## config.mk

```make
export PLATFORM = sky130hd
export DESIGN_NAME = uart_word_tx
export DESIGN_NICKNAME = d
export VERILOG_FILES = /design/src/rtl/cpu_uart_pkg.sv /design/src/rtl/uart_tx_fifo.sv /design/src/rtl/uart_word_tx.sv
export SDC_FILE = /design/constraint.sdc
export NUM_CORES = 1
export LEC_CHECK = 0
export ABC_AREA = 1
export CORE_UTILIZATION = 38
export DETAILED_ROUTE_END_ITERATION = 16
export PLACE_DENSITY = 0.56
export SYNTH_ARGS = -nofsm -noshare
export SYNTH_HDL_FRONTEND = slang
export SYNTH_SLANG_ARGS = --single-unit
```

## constraint.sdc

```tcl
create_clock -name CLK -period 8.97 [get_ports CLK]
set_clock_uncertainty 0.1 [all_clocks]
set_input_delay 2.691 -clock CLK [delete_from_list [all_inputs] [get_ports CLK]]
set_output_delay 2.691 -clock CLK [all_outputs]
set_load 0.02 [all_outputs]
```

## src/rtl/cpu_uart_pkg.sv

```systemverilog
// Shared UART definitions for the CPU core's serial path.
//   T          - clock cycles per UART bit (shared with the loader receiver)
//   FRAME_BITS - bits per 8N1 frame (start + 8 data + stop)
//   tx_state_t - serializer states
//   sel_byte   - picks byte idx of a word, idx 0 = [31:24] (host load order)
package cpu_uart_pkg;

  localparam int unsigned T          = 2604;
  localparam int unsigned FRAME_BITS = 10;

  typedef enum logic [1:0] {
    IDLE,
    START,
    DATA,
    STOP
  } tx_state_t;

  function automatic logic [7:0] sel_byte(input logic [31:0] w, input logic [1:0] idx);
    case (idx)
      2'd0:    return w[31:24];
      2'd1:    return w[23:16];
      2'd2:    return w[15:8];
      default: return w[7:0];
    endcase
  endfunction

endpackage

```

## src/rtl/uart_tx_fifo.sv

```systemverilog
// Synchronous FIFO holding transmit entries.
// Ports:
//   clk, rst_n    - clock, asynchronous active-low reset
//   push, wdata   - write request (ignored when full) and entry data
//   pop, rdata    - read request (ignored when empty); rdata shows the head
//   full, empty   - derived from level
//   level         - current occupancy, 0..DEPTH
module uart_tx_fifo #(
  parameter int unsigned DEPTH = 8,
  parameter int unsigned AW    = $clog2(DEPTH),
  parameter int unsigned W     = 33
) (
  input  logic          clk,
  input  logic          rst_n,
  input  logic          push,
  input  logic [W-1:0]  wdata,
  input  logic          pop,
  output logic [W-1:0]  rdata,
  output logic          full,
  output logic          empty,
  output logic [AW:0]   level
);

  logic [W-1:0]  mem_q [DEPTH];
  logic [AW-1:0] wptr_q, wptr_d;
  logic [AW-1:0] rptr_q, rptr_d;
  logic [AW:0]   level_q, level_d;
  logic          push_ok, pop_ok;

  assign full    = (level_q == (AW+1)'(DEPTH));
  assign empty   = (level_q == '0);
  assign level   = level_q;
  assign rdata   = mem_q[rptr_q];
  assign push_ok = push && !full;
  assign pop_ok  = pop && !empty;

  always_comb begin
    wptr_d  = wptr_q;
    rptr_d  = rptr_q;
    level_d = level_q;
    if (push_ok) wptr_d = wptr_q + AW'(1);
    if (pop_ok)  rptr_d = rptr_q + AW'(1);
    case ({push_ok, pop_ok})
      2'b10:   level_d = level_q + (AW+1)'(1);
      2'b01:   level_d = level_q - (AW+1)'(1);
      default: level_d = level_q;
    endcase
  end

  always_ff @(posedge clk or negedge rst_n) begin
    if (!rst_n) begin
      wptr_q  <= '0;
      rptr_q  <= '0;
      level_q <= '0;
    end else begin
      wptr_q  <= wptr_d;
      rptr_q  <= rptr_d;
      level_q <= level_d;
    end
  end

  // Storage needs no reset: contents are only visible through level.
  always_ff @(posedge clk) begin
    if (push_ok) mem_q[wptr_q] <= wdata;
  end

endmodule

```

## src/rtl/uart_word_tx.sv

```systemverilog
// UART transmitter for the CPU output path: buffers words/bytes in a FIFO
// and sends them as 8N1 frames, words most-significant byte first.
// Ports:
//   CLK, RST_N         - clock, asynchronous active-low reset
//   IN_VALID/IN_READY  - entry handshake, transfer when both high at CLK
//   IN_DATA, IN_WORD   - payload; IN_WORD=1 sends 4 bytes, 0 sends [7:0]
//   UART_TX            - serial line, idle high, driven from a flop
//   BUSY               - FIFO non-empty or frame in progress
//   LEVEL              - FIFO occupancy
module uart_word_tx import cpu_uart_pkg::*; #(
  parameter int unsigned T     = cpu_uart_pkg::T,
  parameter int unsigned DEPTH = 8,
  parameter int unsigned AW    = $clog2(DEPTH)
) (
  input  logic          CLK,
  input  logic          RST_N,
  input  logic          IN_VALID,
  output logic          IN_READY,
  input  logic [31:0]   IN_DATA,
  input  logic          IN_WORD,
  output logic          UART_TX,
  output logic          BUSY,
  output logic [AW:0]   LEVEL
);

  localparam int unsigned CW = (T > 1) ? $clog2(T) : 1;
  localparam logic [CW-1:0] BAUD_LAST = CW'(T - 1);

  tx_state_t     state_q, state_d;
  logic [CW-1:0] baud_q, baud_d;
  logic [2:0]    bit_q, bit_d;
  logic [1:0]    idx_q, idx_d;
  logic [31:0]   word_q, word_d;
  logic          tx_q, tx_d;
  logic          rdy_en_q;

  logic          fifo_push, fifo_pop, fifo_full, fifo_empty;
  logic [32:0]   fifo_head;
  logic [7:0]    cur_byte;
  logic          baud_end;

  // IN_READY is built only from flops, so IN_VALID never feeds back into it.
  assign IN_READY  = rdy_en_q && !fifo_full;
  assign fifo_push = IN_VALID && IN_READY;
  assign UART_TX   = tx_q;
  assign BUSY      = (LEVEL != '0) || (state_q != IDLE);
  assign cur_byte  = sel_byte(word_q, idx_q);
  assign baud_end  = (baud_q == BAUD_LAST);

  uart_tx_fifo #(
    .DEPTH (DEPTH),
    .AW    (AW),
    .W     (33)
  ) u_fifo (
    .clk   (CLK),
    .rst_n (RST_N),
    .push  (fifo_push),
    .wdata ({IN_WORD, IN_DATA}),
    .pop   (fifo_pop),
    .rdata (fifo_head),
    .full  (fifo_full),
    .empty (fifo_empty),
    .level (LEVEL)
  );

  always_comb begin
    state_d  = state_q;
    baud_d   = baud_q;
    bit_d    = bit_q;
    idx_d    = idx_q;
    word_d   = word_q;
    tx_d     = tx_q;
    fifo_pop = 1'b0;
    case (state_q)
      IDLE: begin
        tx_d   = 1'b1;
        baud_d = '0;
        if (!fifo_empty) begin
          fifo_pop = 1'b1;
          word_d   = fifo_head[31:0];
          idx_d    = fifo_head[32] ? 2'd0 : 2'd3;
          tx_d     = 1'b0;
          state_d  = START;
        end
      end
      START: begin
        if (baud_end) begin
          baud_d  = '0;
          bit_d   = '0;
          tx_d    = cur_byte[0];
          state_d = DATA;
        end else begin
          baud_d = baud_q + CW'(1);
        end
      end
      DATA: begin
        if (baud_end) begin
          baud_d = '0;
          if (bit_q == 3'd7) begin
            tx_d    = 1'b1;
            state_d = STOP;
          end else begin
            bit_d = bit_q + 3'd1;
            tx_d  = cur_byte[bit_q + 3'd1];
          end
        end else begin
          baud_d = baud_q + CW'(1);
        end
      end
      STOP: begin
        if (baud_end) begin
          baud_d = '0;
          // Chain straight into the next start bit so frames have no gap.
          if (idx_q != 2'd3) begin
            idx_d   = idx_q + 2'd1;
            tx_d    = 1'b0;
            state_d = START;
          end else if (!fifo_empty) begin
            fifo_pop = 1'b1;
            word_d   = fifo_head[31:0];
            idx_d    = fifo_head[32] ? 2'd0 : 2'd3;
            tx_d     = 1'b0;
            state_d  = START;
          end else begin
            tx_d    = 1'b1;
            state_d = IDLE;
          end
        end else begin
          baud_d = baud_q + CW'(1);
        end
      end
      default: begin
        tx_d    = 1'b1;
        state_d = IDLE;
      end
    endcase
  end

  always_ff @(posedge CLK or negedge RST_N) begin
    if (!RST_N) begin
      state_q  <= IDLE;
      baud_q   <= '0;
      bit_q    <= '0;
      idx_q    <= '0;
      word_q   <= '0;
      tx_q     <= 1'b1;
      rdy_en_q <= 1'b0;
    end else begin
      state_q  <= state_d;
      baud_q   <= baud_d;
      bit_q    <= bit_d;
      idx_q    <= idx_d;
      word_q   <= word_d;
      tx_q     <= tx_d;
      rdy_en_q <= 1'b1;
    end
  end

endmodule
```

# Word-level counts from Yosys, hierarchy flattened
# Memories as Yosys holds them, arrays and structs flattened.
# Index checks and enable logic that the tools add are counted.
[totals]
mem_bits_rw = 264
inputBits = 36
output_inout_bits = 7
mem_count = 1
word_cells = 98
register_bits = 63
[mem_list]
columns = ["memory", "depth", "word_bits", "rd", "rd_ports_with_merged_regs", "wr", "line", "text"]
rows = [
  ["u_fifo.mem_q", 8, 33, 1, 0, 1, "uart_tx_fifo.sv:24", "logic [W-1:0] mem_q [DEPTH];"],
]
[classes]
reduce_logical = 21
mux = 40
magnitude_cmp = 1
n_eq_ne = 18
add_sub_neg = 7
[op_table]
columns = ["op", "n"]
rows = [
  ["$mux W32", 3],
  ["$pmux W32 S2", 1],
  ["$pmux W12 S2", 1],
  ["$pmux W8 S3", 1],
  ["$mux W2", 9],
  ["$ne A2 B2 Y1 const B", 8],
  ["$mux W1", 14],
  ["$add A12 B1 Y12 const B", 1],
  ["$eq A12 B12 Y1 const B", 1],
  ["$mux W12", 1],
  ["$add A3 B1 Y3 const B", 3],
  ["$mux W3", 3],
  ["$eq A2 B2 Y1 const B", 4],
  ["$pmux W2 S4", 1],
  ["$pmux W4 S2", 1],
  ["$reduce_bool A2 Y1", 4],
  ["$eq A2 B1 Y1 const B", 3],
  ["$pmux W3 S2", 1],
  ["$reduce_and A3 Y1", 2],
  ["$reduce_and A5 Y1", 1],
  ["$add A4 B1 Y4 const B", 1],
  ["$eq A4 B4 Y1 const B", 1],
  ["$logic_and A1 B1 Y1", 4],
  ["$logic_not A2 Y1", 2],
  ["15 further kinds", 16],
]

# Depth between registers and ports, before layout
[depth]
ltp_word = 8
ltp_mapped = 16
mapped_depth_nobuf = 16

# Modules after synthesis
# Synthesis repeated with hierarchy kept, for this count alone.
[hier_totals]
hier_cells = 1579
area_unflattened_um2 = 14834.2
[modules_own_cells]
columns = ["mod", "cells_each", "seq_area_each_um2", "area_each_um2", "instances"]
rows = [
  ["uart_tx_fifo", 1222, 8177.8, 11911.4, 1],
  ["uart_word_tx", 357, 1327.5, 2922.8, 1],
]

# Worst setup path after synthesis
# OpenSTA, ideal clock, no wires.
[synth_timing]
kind = "input to register"
start = "in IN_VALID"
end = "mem u_fifo.mem_q[0][0] (enable)"
path_buffers = 0
setup_slack_ns = 3.916
arrival_time_ns = 4.531
setup_time_ns = 0.423
t_required_ns = 8.447
path_stages = 3
cell_sequence = "nand2_1 or2_2 nor2_1"
[synth_via]
elab_chain_len = 4
[synth_rtl]
columns = ["item", "line", "text"]
rows = [
  ["start, declared", "uart_word_tx.sv:17", "input logic IN_VALID,"],
  ["$logic_and A1 B1 Y1", "uart_word_tx.sv:44", "assign fifo_push = IN_VALID && IN_READY;"],
  ["$logic_and A1 B1 Y1", "uart_tx_fifo.sv:34", "assign push_ok = push && !full;"],
  ["$mux W1", "uart_tx_fifo.sv:64", "if (push_ok) mem_q[wptr_q] <= wdata;"],
  ["$mux W1 (not written as such)", "uart_tx_fifo.sv:64", ""],
  ["end, declared", "uart_tx_fifo.sv:24", ""],
]
# Every way passes these cells.

# Worst setup path in the final report
[layout_timing]
start = "reg u_fifo.level_q[1], in the netlist u_fifo.level[1]"
end = "out BUSY"
[layout_via]
elab_chain_len = 2
[layout_rtl]
columns = ["item", "line", "text"]
rows = [
  ["start, declared", "uart_tx_fifo.sv:27", "logic [AW:0] level_q, level_d;"],
  ["start signal, assigned", "uart_tx_fifo.sv:58", "level_q <= level_d;"],
  ["$reduce_bool A4 Y1", "uart_word_tx.sv:46", "assign BUSY = (LEVEL != '0) || (state_q != IDLE);"],
  ["$logic_or A1 B1 Y1", "uart_word_tx.sv:46", ""],
  ["end, declared", "uart_word_tx.sv:22", "output logic BUSY,"],
]
# Every way passes these cells.

==> run_summary.xml <==
<?xml version="1.0" encoding="UTF-8"?>
<metrics>
  <group name="status">
    <metric name="run_status" unit="">complete, no violations</metric>
  </group>
  <group name="cells_and_area">
    <metric name="synthToLayoutAreaGrowth" unit="%">15.4</metric>
    <metric name="nFillCells" unit="">3189</metric>
    <metric name="antenna-diode-count" unit="">0</metric>
    <metric name="layout-drive-gt1-share" unit="">0.136</metric>
    <metric name="num-nets-final" unit="">1164</metric>
  </group>
  <group name="critical_path">
    <metric name="crit_start" unit="">u_fifo.level[1]</metric>
    <metric name="r2r_cells" unit="">16</metric>
    <metric name="end_kind" unit="">primary output</metric>
    <metric name="reg2reg_end" unit="">u_fifo.level[3]</metric>
    <metric name="timing.critical_path.from_type" unit="">flip-flop</metric>
    <metric name="cp_data_arrival_time" unit="ps">2250</metric>
    <metric name="crit_path_max_fanout" unit="">8</metric>
    <metric name="startpoint_to_endpoint_class_of_the_critical_path" unit="">reg -&gt; out</metric>
    <metric name="worst_ep_required_time" unit="ps">6180</metric>
    <metric name="crit-reg2reg-launch" unit="">baud_q[0]</metric>
    <metric name="r2r_slack" unit="ps">5850</metric>
  </group>
  <group name="route">
    <metric name="detailedRoute.firstIterationViolations" unit="">592</metric>
    <metric name="drt-vias-per-instance" unit="">5.18</metric>
    <metric name="total_length_of_routed_wires" unit="µm">29900</metric>
    <metric name="wl_per_cell" unit="µm">18.8</metric>
    <metric name="drc_errors" unit="">0</metric>
    <metric name="route.antenna.remaining_nets" unit="">0</metric>
    <metric name="num_vias" unit="">8244</metric>
    <metric name="firstDrtPassIters" unit="">5</metric>
  </group>
  <group name="worst_hold_path">
    <metric name="whs_path_depth" unit="">2</metric>
    <metric name="hp-class" unit="">reg -&gt; reg</metric>
    <metric name="worstHoldEndpoint" unit="">UART_TX</metric>
    <metric name="min-delay-start" unit="">UART_TX</metric>
  </group>
  <group name="sta">
    <metric name="fmax" unit="MHz">198</metric>
    <metric name="unrepaired_setup_endpoints_after_global_routing" unit="">no</metric>
    <metric name="hold_slack" unit="ps">366</metric>
    <metric name="slew_violations" unit="">0</metric>
    <metric name="sum_neg_setup_slack" unit="ps">0</metric>
    <metric name="finalHoldViolCount" unit="">0</metric>
    <metric name="timing.final.crit_period" unit="ps">5040</metric>
    <metric name="worst-slew-pin-transition" unit="ps">1060</metric>
    <metric name="timing.max_slew.rel_slack" unit="">0.294</metric>
    <metric name="timing.final.setup_violations" unit="">0</metric>
    <metric name="min_period_over_period" unit="">0.562</metric>
  </group>
  <group name="clocking">
    <metric name="cts.htree.levels" unit="">2</metric>
    <metric name="cts_resized" unit="">0</metric>
    <metric name="clkLatencyLatePin" unit="ps">530</metric>
    <metric name="numCtsBuffers" unit="">38</metric>
    <metric name="ctsRootBufferMaster" unit="">clkbuf_16</metric>
    <metric name="cts_hold_buffers" unit="">0</metric>
    <metric name="path_clk_slew" unit="ps">50</metric>
    <metric name="post_cts.repair.setup_buffers" unit="">0</metric>
    <metric name="numClockSinks" unit="">327</metric>
    <metric name="cts_tree" unit="">done</metric>
    <metric name="cts_max_path_buffers" unit="">3</metric>
  </group>
  <group name="power">
    <metric name="pwr_density_cell" unit="mW/mm²">224</metric>
    <metric name="max-vdd-ir-drop" unit="mV">0.151</metric>
    <metric name="power_leakage" unit="nW">5.43</metric>
  </group>
  <group name="floorplanning">
    <metric name="initial_core_util" unit="">0.389</metric>
    <metric name="placementRows" unit="">68</metric>
    <metric name="ios" unit="">43</metric>
    <metric name="design.core.area" unit="mm²">0.0347</metric>
    <metric name="die_x" unit="µm">190</metric>
    <metric name="floorplan.die_area" unit="mm²">0.0363</metric>
    <metric name="fp.dieH" unit="µm">190</metric>
  </group>
  <group name="global_routing">
    <metric name="grt.overflow.total" unit="">0</metric>
    <metric name="grt_use_met1" unit="">0.233</metric>
    <metric name="grt_antenna_before_repair" unit="">0</metric>
    <metric name="grt_use_met2" unit="">0.271</metric>
    <metric name="wire_length_of_the_first_global_routing_pass" unit="µm">46100</metric>
    <metric name="busiest_layer" unit="">met2</metric>
    <metric name="grtUsageTotal" unit="">0.167</metric>
    <metric name="grt_start_max_net_pins" unit="">95</metric>
    <metric name="grt_use_met3" unit="">0.0250</metric>
    <metric name="number_of_global_route_vias_before_repair" unit="">7898</metric>
  </group>
  <group name="synthesis">
    <metric name="post-synth-top-area-cell" unit="">edfxtp_1</metric>
    <metric name="yosys.area_share.simple" unit="">0.109</metric>
    <metric name="yosys-mux-area-fraction" unit="">0</metric>
    <metric name="synthesized_area_fraction_occupied_by_adder_cells" unit="">0.0182</metric>
    <metric name="synth_top_cells_by_area" unit="">edfxtp_1 (59%), dfrtp_1 (12%), o21ai_0 (5.2%)</metric>
    <metric name="ys.warnings.count" unit="">0</metric>
    <metric name="yosysSeqAreaShare" unit="">0.705</metric>
    <metric name="syn_avg_cell_area" unit="µm²">12.6</metric>
    <metric name="synth_cell_type_count" unit="">39</metric>
    <metric name="mappedNetlistNets" unit="">1126</metric>
    <metric name="main_combinational_cell_family_by_area_after_synthesis" unit="">compound AO/OA/AOI/OAI gates</metric>
    <metric name="async_reset_ff_frac" unit="">0.193</metric>
    <metric name="syn-cell-area" unit="mm²">0.0135</metric>
    <metric name="synthCells" unit="">1071</metric>
    <metric name="synthFlopType" unit="">edfxtp_1</metric>
    <metric name="post-synth-top-area-fraction" unit="">0.588</metric>
    <metric name="synth_edf_count" unit="">264</metric>
    <metric name="ys_ff_latch" unit="">327</metric>
    <metric name="synth_compound_area_frac" unit="">0.128</metric>
    <metric name="xor_xnor_portion_of_the_synthesized_cell_area" unit="">0.00714</metric>
  </group>
  <group name="place">
    <metric name="numPortBuffers" unit="">42</metric>
    <metric name="gpl_wtd_cong" unit="">0.791</metric>
    <metric name="hpwl" unit="µm">16800</metric>
  </group>
  <group name="job">
    <metric name="max-cap-violations" unit="">0</metric>
  </group>
</metrics>
==> cell usage after synthesis, drive strengths merged, types with 3 or more instances <==
library cell / count
xnor2: 4
buf: 17
dfrtp: 62
o21ai: 172
o221ai: 64
nor3b: 3
nor2: 164
edfxtp: 264
xor2: 7
a21oi: 16
nand2: 140
ha: 18
o211ai: 5
clkbuf: 42
or2: 5
inv: 44
nand3: 27
==> per-layer routing <==
metal | wire length, µm | share of wire | up-vias
met3 | 1180 | 0.040 | 46
met5 | 0 | 0 | -
li1 | - | - | 3951
met4 | 563 | 0.019 | 0
met2 | 14200 | 0.48 | 158
met1 | 13900 | 0.46 | 4089
==> worst max-delay path by stage <==
stage,to,cells after the start
after global placement,u_fifo.mem_q[6][12],5
final,BUSY,5
after floorplan,u_fifo.mem_q[0][0],3
after CTS,BUSY,5
after detailed placement,u_fifo.mem_q[7][12],6
after global routing,BUSY,5
==> stage by stage <==
| stage | utilization | setup slack [ps] | instance area, µm² | power (mW) | cells |
|---|---|---|---|---|---|
| after floorplan | - | 3920 | 13500 | 1.93 | 1071 |
| after global placement | 0.414 | 4030 | 14400 | 2.05 | 1524 |
| after detailed placement | 0.414 | 3970 | 14400 | 2.06 | 1524 |
| after CTS | 0.448 | 3910 | 15600 | 3.53 | 1591 |
| after global routing | 0.448 | 3760 | 15600 | 3.62 | 1591 |
| final | 0.448 | 3930 | 15600 | 3.49 | 1591 |
==> critical path, stage by stage (launching register included) <==
cell,delay (ps)
dfrtp_1,420
nor2_1,160
nand3_1,340
inv_1,170
nand2_1,100
clkdlybuf4s50_1,540
==> placed cells by master (no fill, tap or decap), drive strengths merged, types with 3 or more instances in the layout <==
cell           synthesis  layout
ha                    18      18
xnor2                  4       4
buf                   17      16
inv                   44      45
clkinv                 1      16
nand2                140     140
nand3                 27      27
or2                    5       5
o21ai                172     172
nor2                 164     164
o211ai                 5       5
o221ai                64      64
edfxtp               264     264
dfrtp                 62      62
clkdlybuf4s50          0      41
a21oi                 16      16
xor2                   7       7
clkbuf                42      48
nor3b                  3       3
==> cell type report <==
cell class / count / area [µm²] / share of cell area
clock buffer: 48 / 1020 / 0.0655
clock inverter: 19 / 164 / 0.0105
inverter: 45 / 170 / 0.0109
multi-input combinational: 640 / 3600 / 0.231
sequential: 327 / 9510 / 0.611
tap: 455 / 569 / 0.0366
timing repair buffer: 57 / 528 / 0.0339
==> flip-flops by register name, indices dropped and copies added, names as in the netlist <==
register	flops
UART_TX	1
rdy_en_q	1
word_q	32
bit_q	3
u_fifo.wptr_q	3
state_q	2
u_fifo.rptr_q	3
u_fifo.level	4
idx_q	2
u_fifo.mem_q	264
baud_q	12
==> power breakdown <==
| group | internal (mW) | switching (mW) | total, mW |
|---|---|---|---|
| registers | 1.75 | 0.0304 | 1.78 |
| logic | 0.0718 | 0.172 | 0.244 |
| clock network | 0.866 | 0.597 | 1.46 |
==> cell families (layout without fill, tap and decap cells) <==
family / after synthesis / in the layout
buffers and inverters: 104 / 169
AO/OA/AOI/OAI: 264 / 264
XOR/XNOR: 11 / 11
flip-flops: 327 / 327
AND/OR/NAND/NOR: 345 / 345
adder cells (fa/ha/maj): 19 / 19
other: 1 / 1
Note: power is estimated with default switching activity, not from simulation.
==> RTL change: new RTL, config.mk and constraints unchanged <==
Register the output `LEVEL`, with the module's reset; this adds one clock of latency there. The other outputs are not delayed to match.
--- a/src/rtl/uart_word_tx.sv
+++ b/src/rtl/uart_word_tx.sv
@@ -27,4 +27,6 @@
   localparam logic [CW-1:0] BAUD_LAST = CW'(T - 1);
 
+  logic [AW:0] LEVEL_d;
+
   tx_state_t     state_q, state_d;
   logic [CW-1:0] baud_q, baud_d;
@@ -44,5 +46,5 @@
   assign fifo_push = IN_VALID && IN_READY;
   assign UART_TX   = tx_q;
-  assign BUSY      = (LEVEL != '0) || (state_q != IDLE);
+  assign BUSY      = (LEVEL_d != '0) || (state_q != IDLE);
   assign cur_byte  = sel_byte(word_q, idx_q);
   assign baud_end  = (baud_q == BAUD_LAST);
@@ -61,5 +63,5 @@
     .full  (fifo_full),
     .empty (fifo_empty),
-    .level (LEVEL)
+    .level (LEVEL_d)
   );
 
@@ -157,3 +159,11 @@
   end
 
+  always_ff @(posedge CLK or negedge RST_N) begin
+    if (!RST_N) begin
+      LEVEL <= '0;
+    end else begin
+      LEVEL <= LEVEL_d;
+    end
+  end
+
 endmodule
Behaviour: not the same (a bounded check fails within 4 cycles, from zero or initial values and one cycle with RST_N low).
==> RTL change against the unedited design <==
- design area grew 0.22%
- total power shrank 0.48%
- fmax grew 3.5%
- area after synthesis grew 0.96%
- clock power shrank 3%
- worst setup slack gained 170 ps
- global-route usage grew 0.24 points
- sequential share of layout area grew 0.51 points
- first-iteration DRC count shrank 17%
- critical path depth is the same
- synthesized cell count grew 3.5%
- routed wire length grew 0.62%
- core utilization shrank 0.12 points
- sequential cell count grew 4
==> RTL change: results <==
metrics = {
    "run_status": {
        "outcome": "completed",
    },
    "setup_path": {
        "rrSetupSlack_ps": 5730,
        "critPathSlowestCell": "clkdlybuf4s50_1",
        "worstReg2RegEnd": "idx_q[0]",
        "worst_r2r_path_depth": 9,
        "critPathArrivalTime_ps": 2080,
        "endpoint": "BUSY",
        "crit_start": "u_fifo.level[1]",
        "slowest_delay_ps": 550,
        "reg2reg_from": "u_fifo.rptr_q[0]",
        "worstPathMaxFanout": 5,
    },
    "clock_tree": {
        "clk_latency_ps": 520,
        "cts_resized": 0,
        "cts_buffer_depth": 3,
        "cts_setup_buffers": 0,
        "cts_buffers": 36,
        "cts_max_level": 2,
        "clock-root-buffer": "clkbuf_16",
        "path_clk_slew_ps": 50,
    },
    "grt": {
        "antenna_found_initial": 0,
        "grt_pass1_vias": 8176,
        "grt_max_degree": 106,
        "track_usage_pct": 16.92,
        "grt_pass1_wl_um": 47580,
    },
    "run": {
        "maxCapViolations": 0,
    },
    "yosys": {
        "synth_edf_count": 264,
        "synth_nets": 1163,
        "ys_warn_count": 0,
        "async_flop_share_pct": 20.24,
        "synth_common_cells": "edfxtp_1 (264), nor2_1 (193), nand2_1 (142), o21ai_0 (134)",
        "ys_seq_area_share_pct": 70.53,
        "synth.top_cells.by_area": "edfxtp_1 (58%), dfrtp_1 (12%), nor2_1 (5.3%)",
        "synth.distinct_cells": 43,
    },
    "placed_design": {
        "place.gp.congestion": 0.8361,
        "portBuffers": 42,
        "post_dp_cell_area_mm2": 0.01447,
        "dpl.hpwl_um": 16950,
    },
    "drt": {
        "routedWlPerCell_um": 18.48,
        "firstDrtPassIters": 5,
        "drtIter0Drc": 494,
        "via_count": 8456,
    },
    "min_path": {
        "hold_class": "reg2reg",
    },
    "layout": {
        "num_antenna_cells": 0,
        "drive_above_1_share_pct": 10.16,
        "top_regs": "u_fifo.mem_q: 264 flops, word_q: 32 flops, baud_q: 12 flops",
    },
    "timing": {
        "worst_slew_pin_slew_ps": 1161,
    },
    "power_and_ir_drop": {
        "vdd.ir_drop.worst_mv": 0.1621,
        "power_leakage_uw": 0.005354,
    },
}
RTL change: cell count changes in the layout (fill, tap and decap cells not counted), moves of 26 or more:
cell	before	now
a31oi_2	0	28
o221ai_1	64	0
nand2_1	111	142
nand2_2	29	3
nor2_1	156	185
o21ai_2	32	0
o22ai_1	1	66
RTL change: stage by stage:
step | total power [uW] | setup WS [ps] | hold WS [ps] | instances
2_1_floorplan | 1961 | 3916 | 274.8 | 1108
3_3_place_gp | 2083 | 3927 | 283.4 | 1561
3_5_place_dp | 2091 | 3942 | 293.1 | 1561
4_1_cts | 3512 | 4073 | 309.7 | 1626
5_1_grt | 3611 | 3965 | 331.9 | 1626
6_report | 3472 | 4097 | 305.6 | 1626
RTL change: critical path: cells and delay by family (launching register included):
family | cells | cell delay, ps
simple gates | 3 | 450
buf+inv | 2 | 710
flops | 1 | 430
RTL change: where the power goes:
part / total [uW] / leakage (uW) / switching (uW) / internal (uW)
Combinational: 243 / 0.00162 / 169 / 73.8
Clock: 1420 / 0.000542 / 580 / 838
Sequential: 1810 / 0.00320 / 33.3 / 1780
Total: 3470 / 0.00535 / 782 / 2690
RTL change: how the worst min path moves through the flow:
stage               startpoint        to  slack, ps  cells after the start
2_1_floorplan  u_fifo.level[3]  LEVEL[3]        270                      0
3_3_place_gp   u_fifo.level[3]  LEVEL[3]        280                      0
3_5_place_dp   u_fifo.level[3]  LEVEL[3]        290                      0
4_1_cts        u_fifo.level[3]  LEVEL[3]        310                      0
5_1_grt        u_fifo.level[3]  LEVEL[3]        330                      0
6_report       u_fifo.level[3]  LEVEL[3]        310                      0
RTL change: area by class of cell:
type                    instances  area, um2
fillers                      3202      19290
flip-flops and latches        331       9610
multi-input cells             675       3593
clock buffers                  52      960.9
well taps                     455      569.3
repair buffers                 56      523.0
inverters                      44      171.4
clock inverters                13      163.9
RTL change: cells by family (layout without fill, tap and decap cells):
logic type      after synthesis  count (layout)  share of synthesized area, %
other cells                   1               1                       0.02754
flops                       331             331                         70.53
compound gates              258             258                         11.86
xor+xnor                     10              10                        0.6432
simple gates                387             387                         11.61
fa+ha+maj                    19              19                         1.801
buf+inv                     102             165                         3.519
RTL change: routing by layer:
layer / track usage [%] / up-vias / wire length [um]
met2: 25.88 / 208 / 13550
met5: 0 / - / 0
met3: 2.607 / 38 / 1472
met1: 25.12 / 4165 / 14500
li1: - / 4045 / -
met4: 4.212 / 0 / 525
